[src/rtl/sym_err_pkg.sv]
// Shared widths, saturation limits and sign helper for the symbol-sync error detector.
package sym_err_pkg;

  typedef enum logic {
    SGN_POS = 1'b0,
    SGN_NEG = 1'b1
  } sgn_e;

  // Difference width for one sample pair
  function automatic int unsigned dw(input int unsigned w);
    return w + 1;
  endfunction

  // Width of the full timing-error sum
  function automatic int unsigned tw(input int unsigned w);
    return 2 * w + 2;
  endfunction

  // Saturation bound of an aw-bit signed accumulator, in the low aw bits
  function automatic logic [63:0] sat_lim(input int unsigned aw, input logic neg);
    logic [63:0] mag;
    mag = (64'd1 << (aw - 1)) - 64'd1;
    return neg ? ~mag : mag;
  endfunction

  // Zero counts as positive
  function automatic sgn_e sgn_of(input logic msb);
    return msb ? SGN_NEG : SGN_POS;
  endfunction

endpackage

[src/rtl/sym_err_det_if.sv]
// Sample-in / error-out bus of sym_err_det.
interface sym_err_det_if #(
  parameter int unsigned W  = 8,
  parameter int unsigned AW = 24
);
  logic [W-1:0]  dix;
  logic [W-1:0]  diy;
  logic          iv;
  logic          fv;
  logic [W-1:0]  dox;
  logic [W-1:0]  doy;
  logic          sv;
  logic          slip;
  logic [AW-1:0] ferr;
  logic [AW-1:0] terr;
  logic          ovf;
  logic          ev;

  modport master (
    output dix, diy, iv, fv,
    input  dox, doy, sv, slip, ferr, terr, ovf, ev
  );

  modport slave (
    input  dix, diy, iv, fv,
    output dox, doy, sv, slip, ferr, terr, ovf, ev
  );
endinterface

[src/rtl/sym_err_det_sat_acc.sv]
// Saturating signed accumulator with load/add and a sticky overflow flag.
module sat_acc
  import sym_err_pkg::*;
#(
  parameter int unsigned AW = 24
) (
  input  logic          clk,
  input  logic          rst,
  input  logic          en_i,
  input  logic          load_i,
  input  logic [AW-1:0] din_i,
  output logic [AW-1:0] sum_o,
  output logic          ovf_o
);
  localparam logic [AW-1:0] SAT_POS = AW'(sat_lim(AW, 1'b0));
  localparam logic [AW-1:0] SAT_NEG = AW'(sat_lim(AW, 1'b1));

  logic [AW-1:0] acc_q, acc_d;
  logic          ovf_q, ovf_d;
  logic [AW:0]   base;
  logic [AW:0]   raw;
  logic          sat;

  always_comb begin
    base  = load_i ? '0 : {acc_q[AW-1], acc_q};
    raw   = base + {din_i[AW-1], din_i};
    // One guard bit suffices: the two top bits disagree only on overflow
    sat   = raw[AW] ^ raw[AW-1];
    acc_d = raw[AW-1:0];
    if (sat) begin
      acc_d = raw[AW] ? SAT_NEG : SAT_POS;
    end
    ovf_d = (load_i ? 1'b0 : ovf_q) | sat;
  end

  always_ff @(posedge clk) begin
    if (rst) begin
      acc_q <= '0;
      ovf_q <= 1'b0;
    end else if (en_i) begin
      acc_q <= acc_d;
      ovf_q <= ovf_d;
    end
  end

  assign sum_o = acc_d;
  assign ovf_o = ovf_d;

endmodule

[src/rtl/sym_err_det.sv]
// Symbol-sync error detector: Gardner timing and Costas carrier error, block-accumulated.
// Build option: define SYM_ERR_QPSK_EN for the QPSK carrier detector (BPSK otherwise).
module sym_err_det
  import sym_err_pkg::*;
#(
  parameter int unsigned W         = 8,
  parameter int unsigned AW        = 24,
  parameter int unsigned NSYM_LOG2 = 4
) (
  input logic          clk,
  input logic          rst,
  sym_err_det_if.slave bus
);
  localparam int unsigned DW = dw(W);
  localparam int unsigned TW = tw(W);
  localparam int unsigned PW = TW - 1;

  // ---------------- history and symbol qualification ----------------
  logic [W-1:0] x2_q, y2_q, x1_q, y1_q;
  logic [1:0]   gap_q, gap_d;
  logic         seen_q;
  logic         fv_smp, sym_ok, sym_slip;

  always_comb begin
    fv_smp   = bus.iv & bus.fv;
    sym_ok   = fv_smp & seen_q & (gap_q == 2'd1);
    sym_slip = fv_smp & seen_q & ~sym_ok;
    gap_d    = gap_q;
    if (bus.iv) begin
      if (bus.fv) begin
        gap_d = '0;
      end else if (gap_q != 2'd2) begin
        gap_d = gap_q + 2'd1;
      end
    end
  end

  always_ff @(posedge clk) begin
    if (rst) begin
      x2_q   <= '0;
      y2_q   <= '0;
      x1_q   <= '0;
      y1_q   <= '0;
      gap_q  <= '0;
      seen_q <= 1'b0;
    end else begin
      gap_q <= gap_d;
      if (bus.iv) begin
        if (bus.fv) begin
          x2_q   <= bus.dix;
          y2_q   <= bus.diy;
          seen_q <= 1'b1;
        end else begin
          x1_q <= bus.dix;
          y1_q <= bus.diy;
        end
      end
    end
  end

  // ---------------- S1: window and differences ----------------
  logic          s1_v_q, s1_slip_q;
  logic [W-1:0]  s1_x0_q, s1_y0_q, s1_x1_q, s1_y1_q;
  logic [DW-1:0] s1_dx_q, s1_dy_q, dx_d, dy_d;

  always_comb begin
    dx_d = DW'($signed(x2_q)) - DW'($signed(bus.dix));
    dy_d = DW'($signed(y2_q)) - DW'($signed(bus.diy));
  end

  always_ff @(posedge clk) begin
    if (rst) begin
      s1_v_q    <= 1'b0;
      s1_slip_q <= 1'b0;
      s1_x0_q   <= '0;
      s1_y0_q   <= '0;
      s1_x1_q   <= '0;
      s1_y1_q   <= '0;
      s1_dx_q   <= '0;
      s1_dy_q   <= '0;
    end else begin
      s1_v_q    <= sym_ok;
      s1_slip_q <= sym_slip;
      if (sym_ok) begin
        s1_x0_q <= bus.dix;
        s1_y0_q <= bus.diy;
        s1_x1_q <= x1_q;
        s1_y1_q <= y1_q;
        s1_dx_q <= dx_d;
        s1_dy_q <= dy_d;
      end
    end
  end

  // ---------------- S2: products ----------------
  logic          s2_v_q;
  logic [PW-1:0] s2_px_q, s2_py_q, px_d, py_d;
  logic [AW-1:0] s2_fe_q, fe_d;
`ifdef SYM_ERR_QPSK_EN
  logic [W:0]    fe_ya, fe_xb;
  logic [W+1:0]  fe_n;
`else
  logic [2*W-1:0] fe_n;
`endif

  always_comb begin
    px_d = PW'($signed(s1_dx_q)) * PW'($signed(s1_x1_q));
    py_d = PW'($signed(s1_dy_q)) * PW'($signed(s1_y1_q));
`ifdef SYM_ERR_QPSK_EN
    fe_ya = DW'($signed(s1_y0_q));
    fe_xb = DW'($signed(s1_x0_q));
    if (sgn_of(s1_x0_q[W-1]) == SGN_NEG) fe_ya = -fe_ya;
    if (sgn_of(s1_y0_q[W-1]) == SGN_NEG) fe_xb = -fe_xb;
    fe_n = (W+2)'($signed(fe_ya)) - (W+2)'($signed(fe_xb));
`else
    fe_n = (2*W)'($signed(s1_x0_q)) * (2*W)'($signed(s1_y0_q));
`endif
    fe_d = AW'($signed(fe_n));
  end

  always_ff @(posedge clk) begin
    if (rst) begin
      s2_v_q  <= 1'b0;
      s2_px_q <= '0;
      s2_py_q <= '0;
      s2_fe_q <= '0;
    end else begin
      s2_v_q <= s1_v_q;
      if (s1_v_q) begin
        s2_px_q <= px_d;
        s2_py_q <= py_d;
        s2_fe_q <= fe_d;
      end
    end
  end

  // ---------------- S3: block accumulation ----------------
  logic [TW-1:0]        te_n;
  logic [AW-1:0]        te_d;
  logic [NSYM_LOG2-1:0] nsym_q;
  logic                 blk_first, blk_last;
  logic [AW-1:0]        fsum, tsum;
  logic                 fovf, tovf;
  logic [AW-1:0]        ferr_q, terr_q;
  logic                 ovf_q, ev_q;

  always_comb begin
    te_n      = TW'($signed(s2_px_q)) + TW'($signed(s2_py_q));
    te_d      = AW'($signed(te_n));
    blk_first = (nsym_q == '0);
    blk_last  = (nsym_q == '1);
  end

  sat_acc #(.AW(AW)) u_facc (
    .clk    (clk),
    .rst    (rst),
    .en_i   (s2_v_q),
    .load_i (blk_first),
    .din_i  (s2_fe_q),
    .sum_o  (fsum),
    .ovf_o  (fovf)
  );

  sat_acc #(.AW(AW)) u_tacc (
    .clk    (clk),
    .rst    (rst),
    .en_i   (s2_v_q),
    .load_i (blk_first),
    .din_i  (te_d),
    .sum_o  (tsum),
    .ovf_o  (tovf)
  );

  // Outputs take the accumulators' next value so ev lands in the same cycle as the last add
  always_ff @(posedge clk) begin
    if (rst) begin
      nsym_q <= '0;
      ferr_q <= '0;
      terr_q <= '0;
      ovf_q  <= 1'b0;
      ev_q   <= 1'b0;
    end else begin
      ev_q <= 1'b0;
      if (s2_v_q) begin
        nsym_q <= nsym_q + NSYM_LOG2'(1);
        if (blk_last) begin
          ferr_q <= fsum;
          terr_q <= tsum;
          ovf_q  <= fovf | tovf;
          ev_q   <= 1'b1;
        end
      end
    end
  end

  assign bus.dox  = s1_x0_q;
  assign bus.doy  = s1_y0_q;
  assign bus.sv   = s1_v_q;
  assign bus.slip = s1_slip_q;
  assign bus.ferr = ferr_q;
  assign bus.terr = terr_q;
  assign bus.ovf  = ovf_q;
  assign bus.ev   = ev_q;

endmodule

[src/flat_wrapper.sv]
// flat-port wrapper written by rule: the top's interface ports become plain ports
module sym_err_det_flat import sym_err_pkg::*;
#(
  parameter int unsigned W         = 8,
  parameter int unsigned AW        = 24,
  parameter int unsigned NSYM_LOG2 = 4
)
  (clk, rst, bus_dix, bus_diy, bus_iv, bus_fv, bus_dox, bus_doy, bus_sv, bus_slip, bus_ferr, bus_terr, bus_ovf, bus_ev);
  sym_err_det_if #(.W(W), .AW(AW)) bus_i ();
  input logic clk;
  input logic rst;
  input wire logic [$bits(bus_i.dix)-1:0] bus_dix;
  input wire logic [$bits(bus_i.diy)-1:0] bus_diy;
  input wire logic [$bits(bus_i.iv)-1:0] bus_iv;
  input wire logic [$bits(bus_i.fv)-1:0] bus_fv;
  output wire logic [$bits(bus_i.dox)-1:0] bus_dox;
  output wire logic [$bits(bus_i.doy)-1:0] bus_doy;
  output wire logic [$bits(bus_i.sv)-1:0] bus_sv;
  output wire logic [$bits(bus_i.slip)-1:0] bus_slip;
  output wire logic [$bits(bus_i.ferr)-1:0] bus_ferr;
  output wire logic [$bits(bus_i.terr)-1:0] bus_terr;
  output wire logic [$bits(bus_i.ovf)-1:0] bus_ovf;
  output wire logic [$bits(bus_i.ev)-1:0] bus_ev;
  assign bus_i.dix = bus_dix;
  assign bus_i.diy = bus_diy;
  assign bus_i.iv = bus_iv;
  assign bus_i.fv = bus_fv;
  assign bus_dox = bus_i.dox;
  assign bus_doy = bus_i.doy;
  assign bus_sv = bus_i.sv;
  assign bus_slip = bus_i.slip;
  assign bus_ferr = bus_i.ferr;
  assign bus_terr = bus_i.terr;
  assign bus_ovf = bus_i.ovf;
  assign bus_ev = bus_i.ev;
  sym_err_det #(.W(W), .AW(AW), .NSYM_LOG2(NSYM_LOG2)) u_core (.clk(clk), .rst(rst), .bus(bus_i));
endmodule
[config.mk]
export PLATFORM = sky130hd
export DESIGN_NAME = sym_err_det_flat
export DESIGN_NICKNAME = d
export VERILOG_FILES = /design/src/rtl/sym_err_pkg.sv /design/src/rtl/sym_err_det_if.sv /design/src/rtl/sym_err_det_sat_acc.sv /design/src/rtl/sym_err_det.sv /design/src/flat_wrapper.sv
export SDC_FILE = /design/constraint.sdc
export NUM_CORES = 1
export LEC_CHECK = 0
export BUFFER_PORTS_ARGS = -buffer_cell sky130_fd_sc_hd__buf_2
export CAP_MARGIN = 5
export CORE_MARGIN = 3
export CORE_UTILIZATION = 50
export DETAILED_ROUTE_END_ITERATION = 6
export PLACE_DENSITY_LB_ADDON = 0.1
export REMOVE_ABC_BUFFERS = 1
export SLEW_MARGIN = 15
export SYNTH_ARGS = -nofsm -noshare
export SYNTH_HDL_FRONTEND = slang
export SYNTH_SLANG_ARGS = --single-unit
[constraint.sdc]
create_clock -name clk -period 14.16 [get_ports clk]
set_clock_uncertainty 0.2 [all_clocks]
set_input_delay 2.832 -clock clk [delete_from_list [all_inputs] [get_ports clk]]
set_output_delay 2.832 -clock clk [all_outputs]
set_load 0.05 [all_outputs]
=== After elaboration in Yosys (flattened, before gate mapping) ===
Index checks and enable logic that the tools add are counted.

* Multipliers: 3
* Eq/ne operators: 3
* Reduce and logical (&&, ||, !) cells: 7
* Add/subtract/negate cells: 7
* Mux-type cells: 11
* Bitwise logic cells: 12

{| class="wikitable"
|+ Operator list
! cell !! count
|-
| 2-to-1 mux 24 bit || 4
|-
| adder 25 bit || 2
|-
| 2-to-1 mux 25 bit || 2
|-
| multiplier 9 x 8 -> 17 bit || 2
|-
| adder 17 x 17 -> 18 bit || 1
|-
| subtractor 8 x 8 -> 9 bit || 2
|-
| multiplier 8 x 8 -> 16 bit || 1
|-
| AND reduction 2 bit || 4
|-
| adder 4 x 1 -> 4 bit, second input constant || 1
|-
| bitwise AND 1 bit || 4
|-
| == test 4 bit, second input constant || 1
|-
| logical NOT 4 bit || 1
|-
| 2-to-1 mux 2 bit || 2
|-
| 2-to-1 mux 1 bit || 3
|-
| NOT 1 bit || 3
|-
| bitwise OR 1 bit || 3
|-
| adder 2 x 1 -> 2 bit, second input constant || 1
|-
| == test 2 x 1 -> 1 bit, second input constant || 1
|-
| != test 2 bit, second input constant || 1
|-
| nonzero test 2 bit || 1
|-
| OR reduction 2 bit || 1
|-
| XOR 1 bit || 2
|}

* Logic and storage cells: 70
* Output and inout port bits: 68
* Input port bits: 20
* Register bits after elaboration: 242

=== Depth between registers and ports, before layout ===
Gate-level depths: netlist of the first run.

* Depth after elaboration: 6
* Gate-level depth with buffers: 24

=== Modules after synthesis ===
Synthesis of the first run repeated with hierarchy kept, for this count alone.

* Cells, all modules: 2,660
* Area, all modules: 21,698.3 um^2

{| class="wikitable"
|+ By module, submodules not included
! module !! times used !! cells an instance !! area an instance (um^2)
|-
| sym_err_det || 1 || 1,934 || 16,188.0
|-
| sat_acc || 2 || 363 || 2,755.1
|}

=== Worst setup path after synthesis of the first run ===
OpenSTA, ideal clock, no wires.

* Path kind: reg2reg
* Start point: register u_core.s2_py_q[0]
* End point: register u_core.terr_q[10], in the netlist u_core.bus.terr[10]
* Cell stages (with the launch flop): 23
* Data arrival time: 4.817 ns
* Data required time: 13.838 ns
* Library setup time: 0.122 ns
* Buffers on the path: 2
* Path slack: 9.021 ns
* Path through: dfxtp_1 > ha_1 > fa_1 > a21o_1 > a21oi_1 > o21bai_1 > a21o_1 > a21o_1 > a21oi_1 > xnor2_1 > ha_1 > a21o_1 > nor3_1 > or4b_1 > a2111oi_0 > o21ai_1 > nand3_1 > mux2i_1 > nor2_4 > buf_6 > buf_4 > a32oi_1 > o21ai_1

* Cells in the longest elaborated chain, start to end: 4
* Elaborated cells on any way between the ends: 5
* Classes of those cells: 2 x add/sub; 2 x mux; 1 x bitwise

{| class="wikitable"
|+ RTL lines
! item !! line !! RTL
|-
| start, declared || sym_err_det.sv:97 || <nowiki>logic [PW-1:0] s2_px_q, s2_py_q, px_d, py_d;</nowiki>
|-
| start signal, assigned || sym_err_det.sv:131 || <nowiki>s2_py_q <= py_d;</nowiki>
|-
| adder 17 x 17 -> 18 bit (*) || sym_err_det.sv:148 || <nowiki>te_n = TW'($signed(s2_px_q)) + TW'($signed(s2_py_q));</nowiki>
|-
| adder 25 bit (*) || sym_err_det_sat_acc.sv:26 || <nowiki>raw = base + {din_i[AW-1], din_i};</nowiki>
|-
| 2-to-1 mux 24 bit / XOR 1 bit (equally long branches) || sym_err_det_sat_acc.sv:31, sym_err_det_sat_acc.sv:28 ||
|-
| 2-to-1 mux 24 bit (*) || sym_err_det_sat_acc.sv:30 || <nowiki>if (sat) begin</nowiki>
|-
| end signal, assigned || sym_err_det.sv:188 || <nowiki>terr_q <= tsum;</nowiki>
|-
| end, declared || sym_err_det.sv:144 || <nowiki>logic [AW-1:0] ferr_q, terr_q;</nowiki>
|}

Every way passes the cells marked *; elsewhere a longest branch is shown, timed or not.
A chain may end at the register's enable or synchronous reset.

=== Worst setup path after layout of the first run ===
* Start point: register u_core.s2_px_q[2]
* End point: register u_core.terr_q[7], in the netlist u_core.bus.terr[7]

* Cells in the longest elaborated chain, start to end: 4
* Elaborated cells on any way between the ends: 5
* Classes of those cells: 2 x add/sub; 2 x mux; 1 x bitwise

{| class="wikitable"
|+ RTL lines
! item !! line !! RTL
|-
| start, declared || sym_err_det.sv:97 ||
|-
| start signal, assigned || sym_err_det.sv:130 || <nowiki>s2_px_q <= px_d;</nowiki>
|-
| adder 17 x 17 -> 18 bit (*) || sym_err_det.sv:148 ||
|-
| adder 25 bit (*) || sym_err_det_sat_acc.sv:26 ||
|-
| 2-to-1 mux 24 bit / XOR 1 bit (equally long branches) || sym_err_det_sat_acc.sv:31, sym_err_det_sat_acc.sv:28 ||
|-
| 2-to-1 mux 24 bit (*) || sym_err_det_sat_acc.sv:30 ||
|}

Marks and branches as above.

==> results.toml, run 1 <==
[status]
status = "finished, final reports clean"

[job]
drv_cap = 0

[global_route]
grt_overflow = 0
track_usage_pct = 22.2
grt_pass1_vias = 16257
grt_max_degree = 98
grt_pass1_wl_mm = 81.1
antenna_found_initial = 0

[place]
dp_hpwl_mm = 36.2
dp.cells = 2957
port_buffers = 87
gp_congestion = 0.846
place_ws_ps = 7790

[cts]
cts-buffers-inserted = 28
cts_root_buf = "clkbuf_16"
post_cts_buffers = 0
clk_latency_ps = 550
clock_sinks = 242
clkTransAtPathRegs_ps = 60
cts_resized = 0
htreeDepth = 1
cts_tree = "done"
cts_buffer_depth = 3
postCtsHoldBufs = 0

[synthesis]
synth_area_sq_um = 20300
ys_ff_latch = 242
synth_edf_count = 0
ys_seq_area_share_pct = 23.9
synth_top_area_cell = "dfxtp_1"
yosys-top-cells-area = "dfxtp_1 24%, fa_1 18%, ha_1 11%, nand2_1 5.5%, inv_1 5.3%"
ys.flop_type = "dfxtp_1"
ys_types = 68
ys_async_sr_fraction_pct = 0
ys_warn_count = 0
avgSynthCellArea_sq_um = 8.30
synth.top_cell.area_share_pct = 23.9
synthCells = 2443

[sta]
fin_setup_tns_ps = 0
slew_headroom_pct = 29.3
max_freq_mhz = 156
rsz0062_at_grt = "no"
fin_crit_sh_pct = 45.3
tightest_slew_ps = 1060
fin_crit_ps = 6410
maxSlewViolCount = 0
worst_slack_ps = 7750
setup_viol = 0
hold_viol_final = 0

[power_and_ir_drop]
p_leak_nw = 9.87
ir_worst_vdd_mv = 0.0845
powerDensity_nw_per_um2 = 68.8

[drt]
detail_route.wl_per_cell_um = 15.9
num_vias = 16125
routed_wl_mm = 47.8
dr.first_iter.drc_count = 809
drt-pass1-iter-count = 5
via_per_inst = 5.36
ant_nets = 0
drc = 0

[floorplanning]
rows = 73
die_y_um = 207
start_util_pct = 50.8
die_area_sq_um = 43000
die_w_um = 207
ios = 88
core-area_sq_um = 39900

[worst_setup_path]
cp.arrival_ps = 6710
crit_type = "reg -> reg"
cp_max_fo = 36
worstPathRequired_ps = 14460
end_kind = "flip-flop"
critPathLaunchType = "flip-flop"

[final_layout]
nets = 2839
utilization_pct = 55.2
layoutNonFillerInstCount = 3007
diodes = 0
final_cell_mix = "299 x nand2_1, 288 x inv_1, 240 x dfxtp_1"
multi_input_area_sq_um = 13900
drive_above_1_share_pct = 6.65
fillers = 3653
seqCellArea_sq_um = 4850
final_common_cell = "nand2_1"
syn2layout_area_growth_pct = 8.59

[min_path]
min_path_type = "reg -> reg"
==> path summary, 6_finish.rpt <==
kind,cells past startpoint,from,end,slack [ps]
setup / recovery,22,u_core.s2_px_q[2],u_core.bus.terr[7],7750
hold / removal,2,u_core.x1_q[5],u_core.s1_x1_q[5],240
setup reg to reg,22,u_core.s2_px_q[2],u_core.bus.terr[7],7750
hold reg to reg,2,u_core.x1_q[5],u_core.s1_x1_q[5],240
==> metal layers <==
| layer | share of wire (%) | wire, um | GRT usage [%] |
|---|---|---|---|
| met5 | 0 | 0 | 0 |
| met4 | 2.4 | 1140 | 5.17 |
| met3 | 3.7 | 1770 | 2.92 |
| met2 | 45 | 21700 | 37.2 |
| met1 | 49 | 23300 | 30.9 |
==> state kept, by name, summed over array words and instances (netlist names), 16 cells and up <==
name	flops
u_core.u_facc.acc_q	24
u_core.bus.terr	24
u_core.s2_fe_q	16
u_core.s2_px_q	17
u_core.bus.ferr	24
u_core.s2_py_q	17
u_core.u_tacc.acc_q	24
==> power breakdown <==
| part | internal [mW] | switching (mW) | leakage (nW) |
|---|---|---|---|
| clock | 0.463 | 0.307 | 0.486 |
| sequential | 0.686 | 0.00436 | 1.95 |
| combinational | 0.0185 | 0.0378 | 7.43 |
==> cell usage after synthesis (7+ instances only) <==
library cell  count
a21boi_0          9
nand2b_1         26
a21oi_1         196
and2_1          167
and3_1           12
a211oi_1         63
xor2_1           27
nand3_1          18
o21ai_0          84
nand4_1           8
inv_1           288
o21a_1           12
nand2_1         299
xnor2_1          71
mux2i_1          27
nor2b_1          23
o21ai_1          35
nor3_1           29
ha_1            175
a211o_1           8
a21o_1           34
a31oi_1          23
fa_1            182
nor2_1          184
clkbuf_1         93
nor3b_1           7
dfxtp_1         242
==> stage by stage <==
stage               hold slack, ps  area, sq um  power (mW)
floorplan                      217        19900       0.736
global placement               231        21000       0.761
detailed placement             241        21000       0.762
CTS                            245        22000        1.54
global route                   272        22000        1.57
finish                         244        22000        1.52
==> cell families (layout without fill, tap and decap cells) <==
family,after synthesis,count (layout),synth area share [%]
and+or+nand+nor,797,797,18.5
AOI/OAI and AO/OA,525,525,15.8
buffers and inverters,397,436,7.47
adders and majority gates,357,357,28.8
DFF,242,242,23.9
xor gates and xnor gates,98,98,4.23
muxes,27,27,1.33
==> worst max-delay path, stage by stage, from the launching register on <==
cell and delay [ps]:
dfxtp_1 320, ha_1 350, o21a_1 150, a21oi_1 90, or4_1 460, a21oi_1 200
o21ai_0 130, a21boi_0 250, o21ai_0 130, a21boi_0 350, nor4_1 90, a311o_1 350
ha_1 360, nand2_1 60, o21ai_0 260, o211ai_1 140, a31oi_1 270, o21ai_0 170
o31ai_2 250, nand4_1 180, a31oi_4 880, o21ai_2 440, o21ai_0 270
==> final cells by class <==
| cell class | instances | area share, % |
|---|---|---|
| Clock buffer | 34 | 3.51 |
| Clock inverter | 16 | 1.01 |
| Inverter | 289 | 4.92 |
| Multi-Input combinational cell | 1804 | 63.2 |
| Sequential cell | 242 | 22.0 |
| Tap cell | 525 | 2.98 |
| Timing Repair Buffer | 97 | 2.35 |
Power figures use the tool's default switching activity.
==> run 2: changes to the inputs <==
Settings changed: ABC_AREA set to 1.
Clock period 14.16 ns to 5.28 ns, I/O delays scaled along.
==> run 2 against run 1 <==
Against the previous run:
- synthesized area grew 4.6%
- hold slack better by 23 ps
- total power grew to 2.7 times the previous value
- global-route usage shrank 0.51 points
- non-clock buffer count grew 25
- routed wire length rose by 1.6%
- clock power increased to 2.7 times the previous value
- core utilization grew 0.45 points
- first-iteration DRC count rose by 9.4%
- synthesized cell count increased by 19%
- critical endpoint is now u_core.s2_px_q[16]
==> results.toml, run 2 <==
[cts]
cts_tree = "done"
cts-buffers-inserted = 29
htreeDepth = 1
clk_latency_ps = 570
post_cts_buffers = 0
postCtsHoldBufs = 0
cts_root_buf = "clkbuf_16"
clkTransAtPathRegs_ps = 60
cts_buffer_depth = 3
clock_sinks = 242

[floorplanning]
start_util_pct = 51.2
ios = 88
die_area_sq_um = 44900
core-area_sq_um = 41400
die_y_um = 212
die_w_um = 212
rows = 74

[worst_setup_path]
crit_type = "reg -> reg"
cp_top_family = "adder cells"
end_kind = "flip-flop"
path_buf_inv = 3
cp_common_cell = "fa_1"
cp_max_fo = 8
worstPathRequired_ps = 5540
r2r_slack_ps = 330
critPathLaunchType = "flip-flop"
critical_path.max_stage_delay_ps = 530
cp.arrival_ps = 5210
path_cells = "clkinvlp_4 > or2_2 > fa_1 > fa_1 > fa_1 > fa_1 > inv_1 > ha_1 > a21oi_1 > and2_1 > nor3_1 > nor2_1 > o21ai_0 > nand2_1 > nand2_1 > a21oi_1 > xor2_1 > o21ai_0 > inv_1"
crit_slowest_cell = "fa_1"

[sta]
setup_viol = 0
tightest_slew_ps = 1040
max_freq_mhz = 202
fin_crit_sh_pct = 93.8
whs_ps = 267
fin_crit_ps = 4950
slew_headroom_pct = 30.7
rsz0062_at_grt = "no"
maxSlewViolCount = 0
hold_viol_final = 0

[drt]
drc = 0
detail_route.wl_per_cell_um = 14.0
drt-pass1-iter-count = 6
routed_wl_mm = 48.6
num_vias = 17165
dr.first_iter.drc_count = 885
via_per_inst = 4.94
ant_nets = 0

[final_layout]
utilization_pct = 55.6
fillers = 4053
layoutNonFillerInstCount = 3476
syn2layout_area_growth_pct = 8.57
seqCellArea_sq_um = 4850
diodes = 0
nets = 3301
multi_input_area_sq_um = 13300
final_cell_mix = "652 x inv_1, 425 x nand2_1, 317 x nor2_1"
final_common_cell = "inv_1"
drive_above_1_share_pct = 8.15

[synthesis]
synthCells = 2908
synth_edf_count = 0
ys.flop_type = "dfxtp_1"
synth.top_cell.area_share_pct = 22.8
ys_seq_area_share_pct = 22.8
synth_area_sq_um = 21200
ys_warn_count = 0
synth_common_cells = "654 x inv_1, 425 x nand2_1, 318 x nor2_1"
yosys-top-cells-area = "dfxtp_1 23%, fa_1 17%, inv_1 12%, ha_1 10%, nand2_1 7.5%"
ys_ff_latch = 242
ys_types = 48
avgSynthCellArea_sq_um = 7.29
ys_async_sr_fraction_pct = 0
synth.most_common_cell = "inv_1"
synth_top_area_cell = "dfxtp_1"

[global_route]
grt_pass1_vias = 16800
track_usage_pct = 21.7
grt_overflow = 0
grt_max_degree = 75
grt_pass1_wl_mm = 81.6
antenna_found_initial = 0

[status]
status = "finished, final reports clean"

[min_path]
min_path_type = "reg -> reg"

[place]
dp.cells = 3424
dp_hpwl_mm = 37.3
port_buffers = 87
gp_congestion = 0.893

[power_and_ir_drop]
ir_worst_vdd_mv = 0.210
p_leak_nw = 12.8
finalPower_mw = 4.15
powerDensity_nw_per_um2 = 180

[job]
drv_cap = 0
==> run 2: area by class of cell <==
cell class,instances,area share (%)
multi-input combinational,1872,57.9
sequential,242,21.1
inverter,657,10.7
clock buffer,38,3.56
timing repair buffer,122,3.10
tap,532,2.89
clock inverter,13,0.717
==> run 2: worst min-delay path: stages, from the launching register on <==
cell and delay, ps:
dfxtp_1 300, inv_1 70, a21oi_1 60
==> run 2: logic make-up (layout without fill, tap and decap cells) <==
logic type      count (synthesis)  after routing  synth area share, %
flops                         242            242                 22.8
buf+inv                       795            830                 14.4
xor+xnor                      124            124                 5.12
simple gates                  886            887                 17.5
compound gates                504            504                 12.6
fa+ha+maj                     357            357                 27.5
==> run 2: path summary, 6_finish.rpt <==
path | startpoint | to | cells after the start
setup reg to reg | u_core.s1_x1_q[7] | u_core.s2_px_q[16] | 19
hold / removal | u_core.x2_q[0] | u_core.x2_q[0] | 2
setup / recovery | u_core.s1_x1_q[7] | u_core.s2_px_q[16] | 19
hold reg to reg | u_core.x2_q[0] | u_core.x2_q[0] | 2
==> run 2: repair_timing <==
action,in CTS,in global routing
hold endpoints to repair,0,0
endpoints found under the setup margin,0,20
resized for setup,0,14
==> run 2: layer usage <==
layer / GRT usage (%) / part of all wire, % / vias up
met5: 0 / 0 / -
met4: 3.86 / 1.4 / 0
met3: 2.50 / 4.1 / 46
met2: 35.7 / 45 / 278
met1: 31.3 / 50 / 7937
li1: - / - / 8904
==> run 2: metrics by stage <==
stage               setup TNS, ps  setup slack, ps  cell area [sq um]
global route                    0             5.48              23000
global placement                0              184              22000
detailed placement              0              102              22000
finish                          0              328              23000
floorplan                  -10330             -532              20600
CTS                             0             91.7              23000
==> run 2: where the power goes <==
group | switching (mW) | internal, mW
Combinational | 0.156 | 0.0758
Sequential | 0.0201 | 1.85
Clock | 0.810 | 1.24
Total | 0.986 | 3.16
